**config.mk**
```make
export PLATFORM = sky130hd
export DESIGN_NAME = jtag_tap_ctrl
export DESIGN_NICKNAME = d
export VERILOG_FILES = /design/src/rtl/jtag_tap_ctrl.sv
export SDC_FILE = /design/constraint.sdc
export NUM_CORES = 1
export LEC_CHECK = 0
export ABC_AREA = 0
export ABC_CLOCK_PERIOD_IN_PS = 1870
export CAP_MARGIN = 40
export CORE_MARGIN = 10
export CORE_UTILIZATION = 40
export DETAILED_ROUTE_END_ITERATION = 10
export SLEW_MARGIN = 10
export SYNTH_ARGS = -nofsm -noshare
export SYNTH_HDL_FRONTEND = slang
export SYNTH_SLANG_ARGS = --single-unit
```
**constraint.sdc**
```tcl
create_clock -name ICLK -period 1.87 [get_ports ICLK]
set_clock_uncertainty 0.1 [all_clocks]
set_input_delay 0.374 -clock ICLK [delete_from_list [all_inputs] [get_ports ICLK]]
set_output_delay 0.374 -clock ICLK [all_outputs]
set_load 0.02 [all_outputs]
```
**src/rtl/jtag_tap_ctrl.sv**
```systemverilog
// TAP controller for the boundary-scan chain. It oversamples the TCK/TMS/TDI pins on ICLK and
// runs the 16-state TAP FSM. It also holds the IR, IDCODE and BYPASS registers and drives the
// BSR controls.
module jtag_tap_ctrl #(
    parameter int unsigned IR_WIDTH = 4,
    parameter logic [31:0] IDCODE   = 32'h1000_0001
) (
    input  logic                ICLK,
    input  logic                reset,
    input  logic                tck,
    input  logic                tms,
    input  logic                tdi,
    output logic                tdo,
    output logic                tdo_en,
    output logic                bsr_si,
    input  logic                bsr_so,
    output logic                mode,
    output logic                shift_dr,
    output logic                clk_dr,
    output logic                update_dr,
    output logic [3:0]          tap_state,
    output logic [IR_WIDTH-1:0] ir
);

    typedef enum logic [3:0] {
        StTlr     = 4'hF, StRti     = 4'hC, StSelDr   = 4'h7, StCapDr   = 4'h6,
        StShDr    = 4'h2, StEx1Dr   = 4'h1, StPauseDr = 4'h3, StEx2Dr   = 4'h0,
        StUpdDr   = 4'h5, StSelIr   = 4'h4, StCapIr   = 4'hE, StShIr    = 4'hA,
        StEx1Ir   = 4'h9, StPauseIr = 4'hB, StEx2Ir   = 4'h8, StUpdIr   = 4'hD
    } tap_state_e;

    localparam logic [IR_WIDTH-1:0] InsExtest = '0;
    localparam logic [IR_WIDTH-1:0] InsSample = IR_WIDTH'(1);
    localparam logic [IR_WIDTH-1:0] InsIdcode = IR_WIDTH'(2);

    tap_state_e          state_q, state_d;
    logic [1:0]          tck_sync_q, tms_sync_q, tdi_sync_q;
    logic                tck_prev_q;
    logic [IR_WIDTH-1:0] ir_sr_q, ir_sr_d, ir_q, ir_d;
    logic [31:0]         id_sr_q, id_sr_d;
    logic                byp_q, byp_d;
    logic                tdo_q, tdo_d, tdo_en_q, tdo_en_d, mode_q, mode_d;

    logic tck_s, tms_s, tdi_s, tck_rise, tck_fall;
    logic bsr_sel, id_sel, in_shift;

    assign tck_s    = tck_sync_q[1];
    assign tms_s    = tms_sync_q[1];
    assign tdi_s    = tdi_sync_q[1];
    assign tck_rise = tck_s & ~tck_prev_q;
    assign tck_fall = ~tck_s & tck_prev_q;

    // Undefined instruction codes fall through to the bypass register.
    assign bsr_sel  = (ir_q == InsExtest) || (ir_q == InsSample);
    assign id_sel   = (ir_q == InsIdcode);
    assign in_shift = (state_q == StShDr) || (state_q == StShIr);

    always_comb begin
        state_d = state_q;
        if (tck_rise) begin
            unique case (state_q)
                StTlr:     state_d = tms_s ? StTlr     : StRti;
                StRti:     state_d = tms_s ? StSelDr   : StRti;
                StSelDr:   state_d = tms_s ? StSelIr   : StCapDr;
                StCapDr:   state_d = tms_s ? StEx1Dr   : StShDr;
                StShDr:    state_d = tms_s ? StEx1Dr   : StShDr;
                StEx1Dr:   state_d = tms_s ? StUpdDr   : StPauseDr;
                StPauseDr: state_d = tms_s ? StEx2Dr   : StPauseDr;
                StEx2Dr:   state_d = tms_s ? StUpdDr   : StShDr;
                StUpdDr:   state_d = tms_s ? StSelDr   : StRti;
                StSelIr:   state_d = tms_s ? StTlr     : StCapIr;
                StCapIr:   state_d = tms_s ? StEx1Ir   : StShIr;
                StShIr:    state_d = tms_s ? StEx1Ir   : StShIr;
                StEx1Ir:   state_d = tms_s ? StUpdIr   : StPauseIr;
                StPauseIr: state_d = tms_s ? StEx2Ir   : StPauseIr;
                StEx2Ir:   state_d = tms_s ? StUpdIr   : StShIr;
                StUpdIr:   state_d = tms_s ? StSelDr   : StRti;
            endcase
        end
    end

    always_comb begin
        ir_sr_d  = ir_sr_q;
        id_sr_d  = id_sr_q;
        byp_d    = byp_q;
        ir_d     = ir_q;
        tdo_d    = tdo_q;
        tdo_en_d = tdo_en_q;
        mode_d   = (ir_q == InsExtest);
        if (tck_rise) begin
            if (state_q == StCapIr) ir_sr_d = IR_WIDTH'(1);
            if (state_q == StShIr)  ir_sr_d = {tdi_s, ir_sr_q[IR_WIDTH-1:1]};
            if (state_q == StCapDr) begin
                id_sr_d = IDCODE;
                byp_d   = 1'b0;
            end
            if (state_q == StShDr) begin
                if (id_sel)        id_sr_d = {tdi_s, id_sr_q[31:1]};
                else if (!bsr_sel) byp_d   = tdi_s;
            end
        end
        if (tck_fall) begin
            if (state_q == StUpdIr) ir_d = ir_sr_q;
            tdo_en_d = in_shift;
            if (state_q == StShIr) begin
                tdo_d = ir_sr_q[0];
            end else if (state_q == StShDr) begin
                tdo_d = bsr_sel ? bsr_so : (id_sel ? id_sr_q[0] : byp_q);
            end
        end
        if (state_q == StTlr) ir_d = InsIdcode;
    end

    always_ff @(posedge ICLK) begin
        if (reset) begin
            state_q    <= StTlr;
            tck_sync_q <= '0;
            tms_sync_q <= '0;
            tdi_sync_q <= '0;
            tck_prev_q <= 1'b0;
            ir_sr_q    <= '0;
            id_sr_q    <= '0;
            byp_q      <= 1'b0;
            ir_q       <= InsIdcode;
            tdo_q      <= 1'b0;
            tdo_en_q   <= 1'b0;
            mode_q     <= 1'b0;
        end else begin
            state_q    <= state_d;
            tck_sync_q <= {tck_sync_q[0], tck};
            tms_sync_q <= {tms_sync_q[0], tms};
            tdi_sync_q <= {tdi_sync_q[0], tdi};
            tck_prev_q <= tck_s;
            ir_sr_q    <= ir_sr_d;
            id_sr_q    <= id_sr_d;
            byp_q      <= byp_d;
            ir_q       <= ir_d;
            tdo_q      <= tdo_d;
            tdo_en_q   <= tdo_en_d;
            mode_q     <= mode_d;
        end
    end

    // Strobes decode the pre-transition state so shift_dr is stable around every clk_dr.
    assign clk_dr    = tck_rise & bsr_sel & ((state_q == StCapDr) || (state_q == StShDr));
    assign update_dr = tck_fall & bsr_sel & (state_q == StUpdDr);
    assign shift_dr  = bsr_sel & (state_q == StShDr);
    assign tap_state = state_q;
    assign ir        = ir_q;
    assign mode      = mode_q;
    assign tdo       = tdo_q;
    assign tdo_en    = tdo_en_q;
    assign bsr_si    = tdi_s;

endmodule

```
---- Yosys cells after proc, flatten, opt, wreduce, memory -nomap -nowiden ----
Cells that the tools add are included.
cells by class
  equal/unequal tests ..................... 17
  muxes and demuxes ....................... 26
  bitwise gates (word level) .............. 9
  reduce and logical (&&, ||, !) cells .... 14
operators by type and width
  cell                                                                    number
  32-bit two-way mux                                                      3
  4-bit one-hot mux with 12 select lines                                  1
  4-bit equality test (second input constant)                             8
  4-bit by 3-bit equality test with 1-bit output (second input constant)  4
  4-bit by 2-bit equality test with 1-bit output (second input constant)  3
  2-bit two-way mux                                                       6
  3-bit two-way mux                                                       4
  4-bit two-way mux                                                       3
  1-bit two-way mux                                                       9
  4-bit by 1-bit equality test with 1-bit output (second input constant)  2
  4-bit zero test                                                         2
  1-bit AND                                                               7
  2-bit AND reduction                                                     3
  2-bit OR reduction                                                      3
  2-bit nonzero test                                                      2
  1-bit logical OR                                                        3
  3-bit OR reduction                                                      1
  1-bit NOT                                                               2
storage, ports and cells
  register bits ........................... 55
  input bits .............................. 6
  output and inout port bits .............. 15
  logic and storage cells ................. 78

---- Logic depth before layout (Yosys ltp) ----
Gate-level depths: netlist of run 1.
  word-level depth ........................ 5
  gate-level depth with buffers ........... 6
  depth with buffers taken out ............ 4

---- Worst setup path after synthesis of run 1 ----
No wires, ideal clock.
  path type ............................... reg-to-output
  start ................................... register state_q[0], in the netlist tap_state[0]
  end ..................................... output shift_dr
  arrival ................................. 1.588 ns
  required time ........................... 1.396 ns
  setup slack ............................. -0.192 ns
  cell stages (with the launch flop) ...... 4
  buffers on the path ..................... 1
  cells stage by stage .................... dfxtp_1 clkbuf_1 or3b_2 nor3_1
on the way
  word-level cells in the longest chain between the ends .. 2
RTL lines
  what                                            RTL line  source
  start, declared                                 36        tap_state_e state_q, state_d;
  start signal, assigned                          116       state_q <= StTlr;
  start signal, assigned                          129       state_q <= state_d;
  4-bit by 2-bit equality test with 1-bit output  147       assign shift_dr = bsr_sel & (state_q == StShDr);
  1-bit AND                                       147
  end, declared                                   18        output logic shift_dr,
No other way between the ends.

---- Final worst setup path of run 1 ----
  start ................................... register tck_sync_q[1]
  end ..................................... output update_dr
on the way
  word-level cells in the longest chain between the ends .. 4
RTL lines
  what                    RTL line  source
  start, declared         37        logic [1:0] tck_sync_q, tms_sync_q, tdi_sync_q;
  start signal, assigned  130       tck_sync_q <= {tck_sync_q[0], tck};
  1-bit NOT               51        assign tck_fall = ~tck_s & tck_prev_q;
  1-bit AND               51
  1-bit AND (2 in a row)  146       assign update_dr = tck_fall & bsr_sel & (state_q == StUpdDr);
  end, declared           20        output logic update_dr,
No other way between the ends.

==> results of run 1 <==
[state kept, by name, indices dropped and copies added (netlist names), 2 cells and up]
| name | cells |
|---|---|
| id_sr_q | 32 |
| tms_sync_q | 2 |
| ir | 4 |
| tdi_sync_q | 2 |
| tap_state | 4 |
| ir_sr_q | 4 |
| tck_sync_q | 2 |
[layout make-up]
cell class                 count  area [sq um]
fill                         460          2460
sequential                    55          1110
multi-input combinational    150          1010
timing repair buffer          41           377
tap                           70          87.6
clock buffer                   5          68.8
clock inverter                 3          31.3
inverter                       8          30.0
[critical path: stages, from the launching register on]
cell	delay (ns)
dfxtp_2	0.33
nand2b_4	0.13
or3_4	0.33
nor3_4	0.12
buf_6	0.14
[cell families after synthesis]
group	after synthesis	share of synthesized area [%]
DFF	55	51.0
buffers and inverters	24	4.63
muxes	3	1.39
AOI/OAI and AO/OA	66	21.2
and+or+nand+nor	81	21.8
[power breakdown]
part	total [mW]	switching (mW)	internal [mW]
clock	0.699	0.414	0.285
combinational	0.155	0.0864	0.0689
sequential	1.20	0.0118	1.19
[path summary, 6_finish.rpt]
kind / start / end / slack (ns) / depth (start not counted)
max reg2reg: tap_state[0]$_SDFFE_PP1P_ / byp_q$_SDFFE_PP0P_ / 0.06 / 6
min: reset / tms_sync_q[1]$_SDFF_PP0_ / 0.29 / 2
min reg2reg: tck_sync_q[0]$_SDFF_PP0_ / tck_sync_q[1]$_SDFF_PP0_ / 0.34 / 1
max: tck_sync_q[1]$_SDFF_PP0_ / update_dr / 0.03 / 4
[timing repair]
action,4_1_cts,5_1_grt
resized for setup,30,8
pin swaps,2,1
setup endpoints to repair,10,4
[metrics by stage]
step / setup TNS (ns) / cell area [sq um]
3_3_place_gp: -0.411 / 2580
6_report: 0 / 2710
4_1_cts: -0.0317 / 2690
3_5_place_dp: -0.428 / 2580
2_1_floorplan: -0.0188 / 2170
5_1_grt: -0.106 / 2710
[layer usage]
metal,part of all wire (%),up-vias
met3,3.8,7
met1,49,802
li1,-,884
met4,1.9,0
met2,45,25
met5,0,-
[cell usage in the layout (no fill, tap or decap), types with 3 or more instances in the layout]
cell             count
nor2_1              37
nand2_1              5
a21oi_1             11
a22oi_1             33
inv_1                8
buf_4               20
clkdlybuf4s50_1      8
o21ai_0              8
buf_12               3
nand3_1              3
nand2b_1             4
dfxtp_2              6
clkbuf_8             5
nor2b_1             11
dlygate4sd2_1        8
dfxtp_1             49
mux2i_1              3
a221oi_1             4
==> impl_metrics.env, run 1 <==
export IMPL_yosys_area_top_type="dfxtp_1"
export IMPL_grt_overflow=0
export IMPL_power_density_nw_per_um2=756
export IMPL_layout_nets=267
export IMPL_holdWs_ns=0.291
export IMPL_place_ws_ns=-0.163
export IMPL_ant_nets=0
export IMPL_end_kind="output port"
export IMPL_postLayoutSetupSlackWorst_ns=0.0309
export IMPL_hold_path_class="input pin to flop"
export IMPL_grt_max_degree=43
export IMPL_wire_per_inst_um=12.7
export IMPL_fmax_mhz=544
export IMPL_p_total_mw=2.05
export IMPL_cts_tree="built"
export IMPL_cp_max_fo=2
export IMPL_ys_seq_area_share_pct=51.0
export IMPL_drv_cap=0
export IMPL_synth_area_sq_um=2160
export IMPL_grt_usage_pct=10.1
export IMPL_utilization_pct=52.4
export IMPL_min_period_over_period_pct=98.4
export IMPL_layout_drive_gt1_share_pct=21.4
export IMPL_required_ns=1.40
export IMPL_synth_commonest_cells="55 x dfxtp_1, 37 x nor2_1, 33 x a22oi_1"
export IMPL_grt_met1_usage_pct=13.3
export IMPL_ys_types=35
export IMPL_synth_most_common_cell="dfxtp_1"
export IMPL_period_minus_slack_ns=1.84
export IMPL_yosysWarnings=0
export IMPL_synth_edf_count=0
export IMPL_cts_reportedPaths_clkPinSlew_ns=0.10
export IMPL_synth_top_cells_by_area="dfxtp_1 51%, a22oi_1 11%, nor2_1 6.4%, nor2b_1 3.2%, a21oi_1 2.5%"
export IMPL_grt_pass1_vias=1535
export IMPL_die_h_um=93.5
export IMPL_hold_viol_final=0
export IMPL_syn_nets=235
export IMPL_clk_latency_ns=0.31
export IMPL_antenna_found_initial=0
export IMPL_clock_sinks=55
export IMPL_drc=0
export IMPL_grt_util_met3_pct=2.48
export IMPL_n_antenna_cell=0
export IMPL_cts_buffer_depth=2
export IMPL_drv_slew=0
export IMPL_firstDrtPassIters=4
export IMPL_syn_inst=229
export IMPL_fp_row_count=26
export IMPL_dp_cells=324
export IMPL_stdcell_count=332
export IMPL_worst_pin_slew_ns=0.396
export IMPL_busiest_layer="met2"
export IMPL_setup_viol=0
export IMPL_slew_headroom_pct=73.4
export IMPL_post_cts_buffers=0
export IMPL_first_iter_violations=134
export IMPL_synthFlopType="dfxtp_1"
export IMPL_grt_first_pass_wirelength_um=7280
export IMPL_postCtsHoldBufs=0
export IMPL_start_util_pct=41.8
export IMPL_status="finished clean"
export IMPL_area_growth_syn_to_layout_pct=25.5
export IMPL_vias=1718
export IMPL_viasPerCell=5.17
export IMPL_core_sq_um=5170
export IMPL_synth_async_reset_ratio_pct=0
export IMPL_port_buffers=20
export IMPL_synth_seq_cells=55
export IMPL_cts_made_buffers=5
export IMPL_die_area_sq_um=8740
export IMPL_die_x_um=93.5
export IMPL_peakVddDrop_uv=434
export IMPL_syn_avg_cell_area_sq_um=9.44
export IMPL_rsz0062_at_grt="true"
export IMPL_place_hpwl_um=2910
export IMPL_start_kind="flop"
export IMPL_leakagePower_nw=0.972
export IMPL_synth_top_area_share_pct=51.0
export IMPL_ios=21
export IMPL_crit_arrival_ns=1.37
export IMPL_met2_usage_pct=15.1
export IMPL_place_gp_congestion=0.811
export IMPL_wirelength_um=4230
export IMPL_htree_num_levels=2
export IMPL_cts_root_buf="clkbuf_8"
export IMPL_crit_type="flop to output port"
Power figures use the tool's default switching activity.
==> inputs of run 2 (changes only) <==
- CAP_MARGIN: 40 -> default
- CORE_MARGIN: 10 -> 2
- CORE_UTILIZATION: 40 -> 25
==> impl_metrics.env, run 2 (synthesis gave the netlist of run 1 again) <==
export IMPL_crit_path_max_incr_delay_ns=0.37
export IMPL_setup_viol=0
export IMPL_firstDrtPassIters=5
export IMPL_power_density_nw_per_um2=772
export IMPL_ios=21
export IMPL_p_total_mw=2.12
export IMPL_grt_pass1_vias=1519
export IMPL_area_growth_syn_to_layout_pct=27.3
export IMPL_clock_sinks=55
export IMPL_postCtsHoldBufs=0
export IMPL_slowest_stage="dfxtp_2"
export IMPL_hold_path_class="input pin to flop"
export IMPL_grt_overflow=0
export IMPL_fillCellCount=832
export IMPL_status="finished clean"
export IMPL_start_kind="flop"
export IMPL_grt_max_degree=40
export IMPL_ant_nets=0
export IMPL_hold_viol_final=0
export IMPL_viasPerCell=4.62
export IMPL_leakagePower_nw=0.973
export IMPL_dp_cells=358
export IMPL_cp_max_fo=3
export IMPL_peakVddDrop_uv=377
export IMPL_holdWs_ns=0.341
export IMPL_core_sq_um=8300
export IMPL_crit_arrival_ns=1.36
export IMPL_placed_cell_area_sq_um=2620
export IMPL_cts_made_buffers=5
export IMPL_fmax_mhz=545
export IMPL_clk_latency_ns=0.31
export IMPL_layout_nets=266
export IMPL_crit_type="flop to output port"
export IMPL_n_antenna_cell=0
export IMPL_postLayoutSetupSlackWorst_ns=0.0345
export IMPL_antenna_found_initial=0
export IMPL_drv_slew=0
export IMPL_multi_input_area_sq_um=1000
export IMPL_start_util_pct=26.0
export IMPL_slew_headroom_pct=72.2
export IMPL_drc=0
export IMPL_wire_per_inst_um=11.4
export IMPL_htree_num_levels=2
export IMPL_place_gp_congestion=0.749
export IMPL_grt_first_pass_wirelength_um=7130
export IMPL_min_period_over_period_pct=98.2
export IMPL_layout_commonest_cell="dfxtp_1"
export IMPL_fin_setup_tns_ns=0
export IMPL_cts_root_buf="clkbuf_8"
export IMPL_port_buffers=20
export IMPL_stdcell_count=366
export IMPL_grt_usage_pct=9.09
export IMPL_vias=1692
export IMPL_period_minus_slack_ns=1.84
export IMPL_drv_cap=0
export IMPL_largest_reg_flops=32
export IMPL_worst_pin_slew_ns=0.413
export IMPL_end_kind="output port"
export IMPL_fp_row_count=33
export IMPL_layout_drive_gt1_share_pct=19.2
export IMPL_first_iter_violations=85
export IMPL_die_area_sq_um=9400
export IMPL_wirelength_um=4160
export IMPL_die_x_um=97.0
export IMPL_utilization_pct=33.2
export IMPL_seq_area_sq_um=1100
export IMPL_die_h_um=97.0
export IMPL_cts_buffer_depth=2
export IMPL_cts_tree="built"
export IMPL_required_ns=1.40
export IMPL_layout_common_cells="52 x dfxtp_1, 37 x nor2_1, 33 x a22oi_1, 19 x buf_4, 11 x a21oi_1"
export IMPL_cts_reportedPaths_clkPinSlew_ns=0.10
export IMPL_path_cells="nand2_1 -> or3_1 -> nor3_2 -> buf_4"
export IMPL_final_cell_area_sq_um=2750
export IMPL_rsz0062_at_grt="true"
export IMPL_place_ws_ns=-0.138
export IMPL_regMostFlops="id_sr_q"
export IMPL_place_hpwl_um=2790
run 2: path summary, 6_finish.rpt:
check	to	startpoint	cells past startpoint	slack, ns
setup / recovery	update_dr	tap_state[0]$_SDFFE_PP1P_	4	0.03
hold / removal	ir_sr_q[3]$_SDFFE_PP0P_	reset	2	0.34
setup reg to reg	byp_q$_SDFFE_PP0P_	tap_state[0]$_SDFFE_PP1P_	6	0.10
hold reg to reg	tck_sync_q[1]$_SDFF_PP0_	tck_sync_q[0]$_SDFF_PP0_	1	0.35
run 2: report_power, final:
group          switching [mW]  internal, mW
Clock                   0.377         0.399
Sequential             0.0103          1.18
Combinational          0.0861        0.0670
Total                   0.474          1.65
run 2: layout make-up:
type | count | share of cell area (%)
Clock buffer | 5 | 2.50
Multi-Input combinational cell | 150 | 36.3
Timing Repair Buffer | 40 | 13.6
Sequential cell | 55 | 40.2
Inverter | 8 | 1.09
Tap cell | 105 | 4.77
Clock inverter | 3 | 1.59
run 2: layer usage:
layer	GRT usage [%]	share of wire (%)
met1	12.6	53
met5	0	0
met3	2.24	4.0
met4	4.12	1.2
met2	13.2	42
run 2: worst max-delay path, delay by kind of cell, from the launching register on:
kind          cells  cell delay (ns)
flops             1             0.37
buf+inv           1             0.16
simple gates      3             0.54
run 2: what timing repair did:
item | 4_1_cts | 5_1_grt
pin swaps | 1 | 3
endpoints found under the hold margin | 0 | 0
gates resized for setup | 26 | 7
endpoints found under the setup margin | 10 | 9
setup buffers | 0 | 0
==> inputs of run 3 (changes only) <==
- ABC_AREA: 0 -> 1
- CORE_UTILIZATION: 25 -> 40
==> impl_metrics.env, run 3 <==
export IMPL_p_int_mw=1.64
export IMPL_synth_top_cells_by_area="dfxtp_1 40%, nand3_2 11%, a21oi_2 9.6%, nand4_1 7.3%, nand2_1 4.6%"
export IMPL_status="finished clean"
export IMPL_layout_commonest_cell="dfxtp_1"
export IMPL_yosysWarnings=0
export IMPL_syn_inst=307
export IMPL_place_ws_ns=-0.0920
export IMPL_synth_most_common_cell="dfxtp_1"
export IMPL_synthXorXnorAreaFrac_pct=0
export IMPL_hold_path_class="flop to flop"
export IMPL_viasPerCell=5.21
export IMPL_clock_sinks=55
export IMPL_path_cells="clkdlybuf4s50_1"
export IMPL_n_antenna_cell=0
export IMPL_cts_reportedPaths_clkPinSlew_ns=0.10
export IMPL_slowest_stage="clkdlybuf4s50_1"
export IMPL_drv_cap=0
export IMPL_power_density_nw_per_um2=672
export IMPL_antenna_found_initial=0
export IMPL_cts_buffer_depth=2
export IMPL_cp_top_family="buffers and inverters"
export IMPL_htree_num_levels=2
export IMPL_switching_power_mw=0.494
export IMPL_utilization_pct=47.2
export IMPL_min_period_over_period_pct=95.0
export IMPL_grt_first_pass_wirelength_um=9340
export IMPL_grt_max_degree=44
export IMPL_postLayoutSetupSlackWorst_ns=0.0939
export IMPL_fmax_mhz=563
export IMPL_p_total_mw=2.13
export IMPL_grt_overflow=0
export IMPL_p_sw_share_pct=23.2
export IMPL_clk_latency_ns=0.30
export IMPL_clkPwrFrac_pct=37.1
export IMPL_synth_top_area_share_pct=40.1
export IMPL_fp_row_count=30
export IMPL_cts_tree="built"
export IMPL_layout_drive_gt1_share_pct=33.6
export IMPL_setup_viol=0
export IMPL_place_gp_congestion=0.863
export IMPL_die_h_um=86.8
export IMPL_fin_setup_tns_ns=0
export IMPL_yosys_area_top_type="dfxtp_1"
export IMPL_dp_cells=414
export IMPL_largest_reg_flops=32
export IMPL_seqPwrFrac_pct=55.9
export IMPL_start_kind="flop"
export IMPL_core_sq_um=6720
export IMPL_drv_slew=0
export IMPL_worst_path_buf_inv=1
export IMPL_required_ns=1.40
export IMPL_area_growth_syn_to_layout_pct=15.4
export IMPL_die_area_sq_um=7540
export IMPL_ys_types=24
export IMPL_grt_pass1_vias=1950
export IMPL_synthFlopType="dfxtp_1"
export IMPL_peakVddDrop_uv=395
export IMPL_synth_commonest_cells="55 x dfxtp_1, 34 x nand2_1, 32 x nand4_1"
export IMPL_regMostFlops="id_sr_q"
export IMPL_synth_seq_cells=55
export IMPL_cts_root_buf="clkbuf_8"
export IMPL_ys_seq_area_share_pct=40.1
export IMPL_cp_max_fo=2
export IMPL_stdcell_count=422
export IMPL_firstDrtPassIters=4
export IMPL_vias=2199
export IMPL_synth_edf_count=0
export IMPL_hold_viol_final=0
export IMPL_crit_path_max_incr_delay_ns=0.62
export IMPL_end_kind="output port"
export IMPL_die_x_um=86.8
export IMPL_ant_nets=0
export IMPL_period_minus_slack_ns=1.78
export IMPL_ios=21
export IMPL_p_comb_share_pct=7.0
export IMPL_syn_avg_cell_area_sq_um=8.94
export IMPL_slew_headroom_pct=78.2
export IMPL_first_iter_violations=128
export IMPL_synthAdderAreaFrac_pct=0
export IMPL_place_hpwl_um=3700
export IMPL_drc=0
export IMPL_layout_common_cells="55 x dfxtp_1, 33 x nand2_1, 32 x nand4_1, 31 x nand3_2, 30 x a21oi_2"
export IMPL_wirelength_um=5500
export IMPL_crit_type="flop to output port"
export IMPL_post_cts_buffers=0
export IMPL_synth_compound_area_share_pct=14.7
export IMPL_port_buffers=20
export IMPL_syn_nets=313
export IMPL_synth_top_family_by_area="simple AND/OR/NAND/NOR gates"
export IMPL_yosys_area_share_simple_pct=32.4
export IMPL_synth_async_reset_ratio_pct=0
export IMPL_start_util_pct=40.9
export IMPL_synth_mux_area_share_pct=0
export IMPL_wire_per_inst_um=13.0
export IMPL_leakagePower_nw=1.16
export IMPL_synth_area_sq_um=2750
export IMPL_layout_nets=347
export IMPL_cts_made_buffers=5
export IMPL_crit_arrival_ns=1.30
export IMPL_worst_pin_slew_ns=0.326
export IMPL_grt_usage_pct=15.2
[run 3: changes by cell type after synthesis, moves of 11 or more]
cell,previous run,this run
a22oi_1,33,0
nand4_1,0,32
nand3_2,0,31
a21oi_2,1,30
nand2_1,6,34
inv_1,8,26
nor2b_1,11,0
[run 3: power groups by stage]
stage,sequential [mW],clock (mW),combinational [mW]
floorplan,1.23,0,0.0915
global placement,1.22,0,0.152
detailed placement,1.22,0,0.151
CTS,1.19,0.812,0.149
global route,1.19,0.867,0.163
finish,1.19,0.791,0.149
[run 3: area by class of cell]
| type | instances | area, sq um |
|---|---|---|
| clock buffer | 5 | 68.8 |
| multi-input combinational | 202 | 1300 |
| timing repair buffer | 47 | 438 |
| inverter | 30 | 113 |
| sequential | 55 | 1100 |
| fill | 662 | 3550 |
| clock inverter | 3 | 43.8 |
| tap | 80 | 100 |
[run 3: path summary, 6_finish.rpt]
kind                                  from                        to  slack [ns]  depth (start not counted)
hold / removal    tdi_sync_q[0]$_SDFF_PP0_  tdi_sync_q[1]$_SDFF_PP0_        0.31                          2
setup / recovery  tdi_sync_q[1]$_SDFF_PP0_                    bsr_si        0.09                          1
hold reg to reg   tdi_sync_q[0]$_SDFF_PP0_  tdi_sync_q[1]$_SDFF_PP0_        0.31                          2
setup reg to reg     tck_prev_q$_SDFF_PP0_  id_sr_q[16]$_SDFFE_PP0P_        0.26                          8
[run 3: through the flow]
step / area, sq um / hold WS (ns)
CTS: 3160 / 0.309
detailed placement: 3060 / 0.295
floorplan: 2750 / 0.288
finish: 3170 / 0.313
global route: 3170 / 0.327
global placement: 3060 / 0.297
[run 3: timing repair]
item,in CTS,in global routing
hold buffers,0,0
pin swaps,0,0
endpoints found under the setup margin,7,6
gates resized for setup,19,6
[run 3: cell families (layout without fill, tap and decap cells)]
group,Yosys count,after routing
flip-flops,55,55
AND/OR/NAND/NOR,146,146
AO/OA/AOI/OAI,56,56
buffers and inverters,50,85
[run 3: routing by layer]
metal / wire [um] / vias to the layer above / GRT usage [%] / share of wire [%]
met3: 156 / 6 / 3.43 / 2.8
met2: 2520 / 27 / 22.3 / 46
met4: 73 / 0 / 4.69 / 1.3
li1: - / 1124 / - / -
met1: 2740 / 1042 / 22.2 / 50
met5: 0 / - / 0 / 0
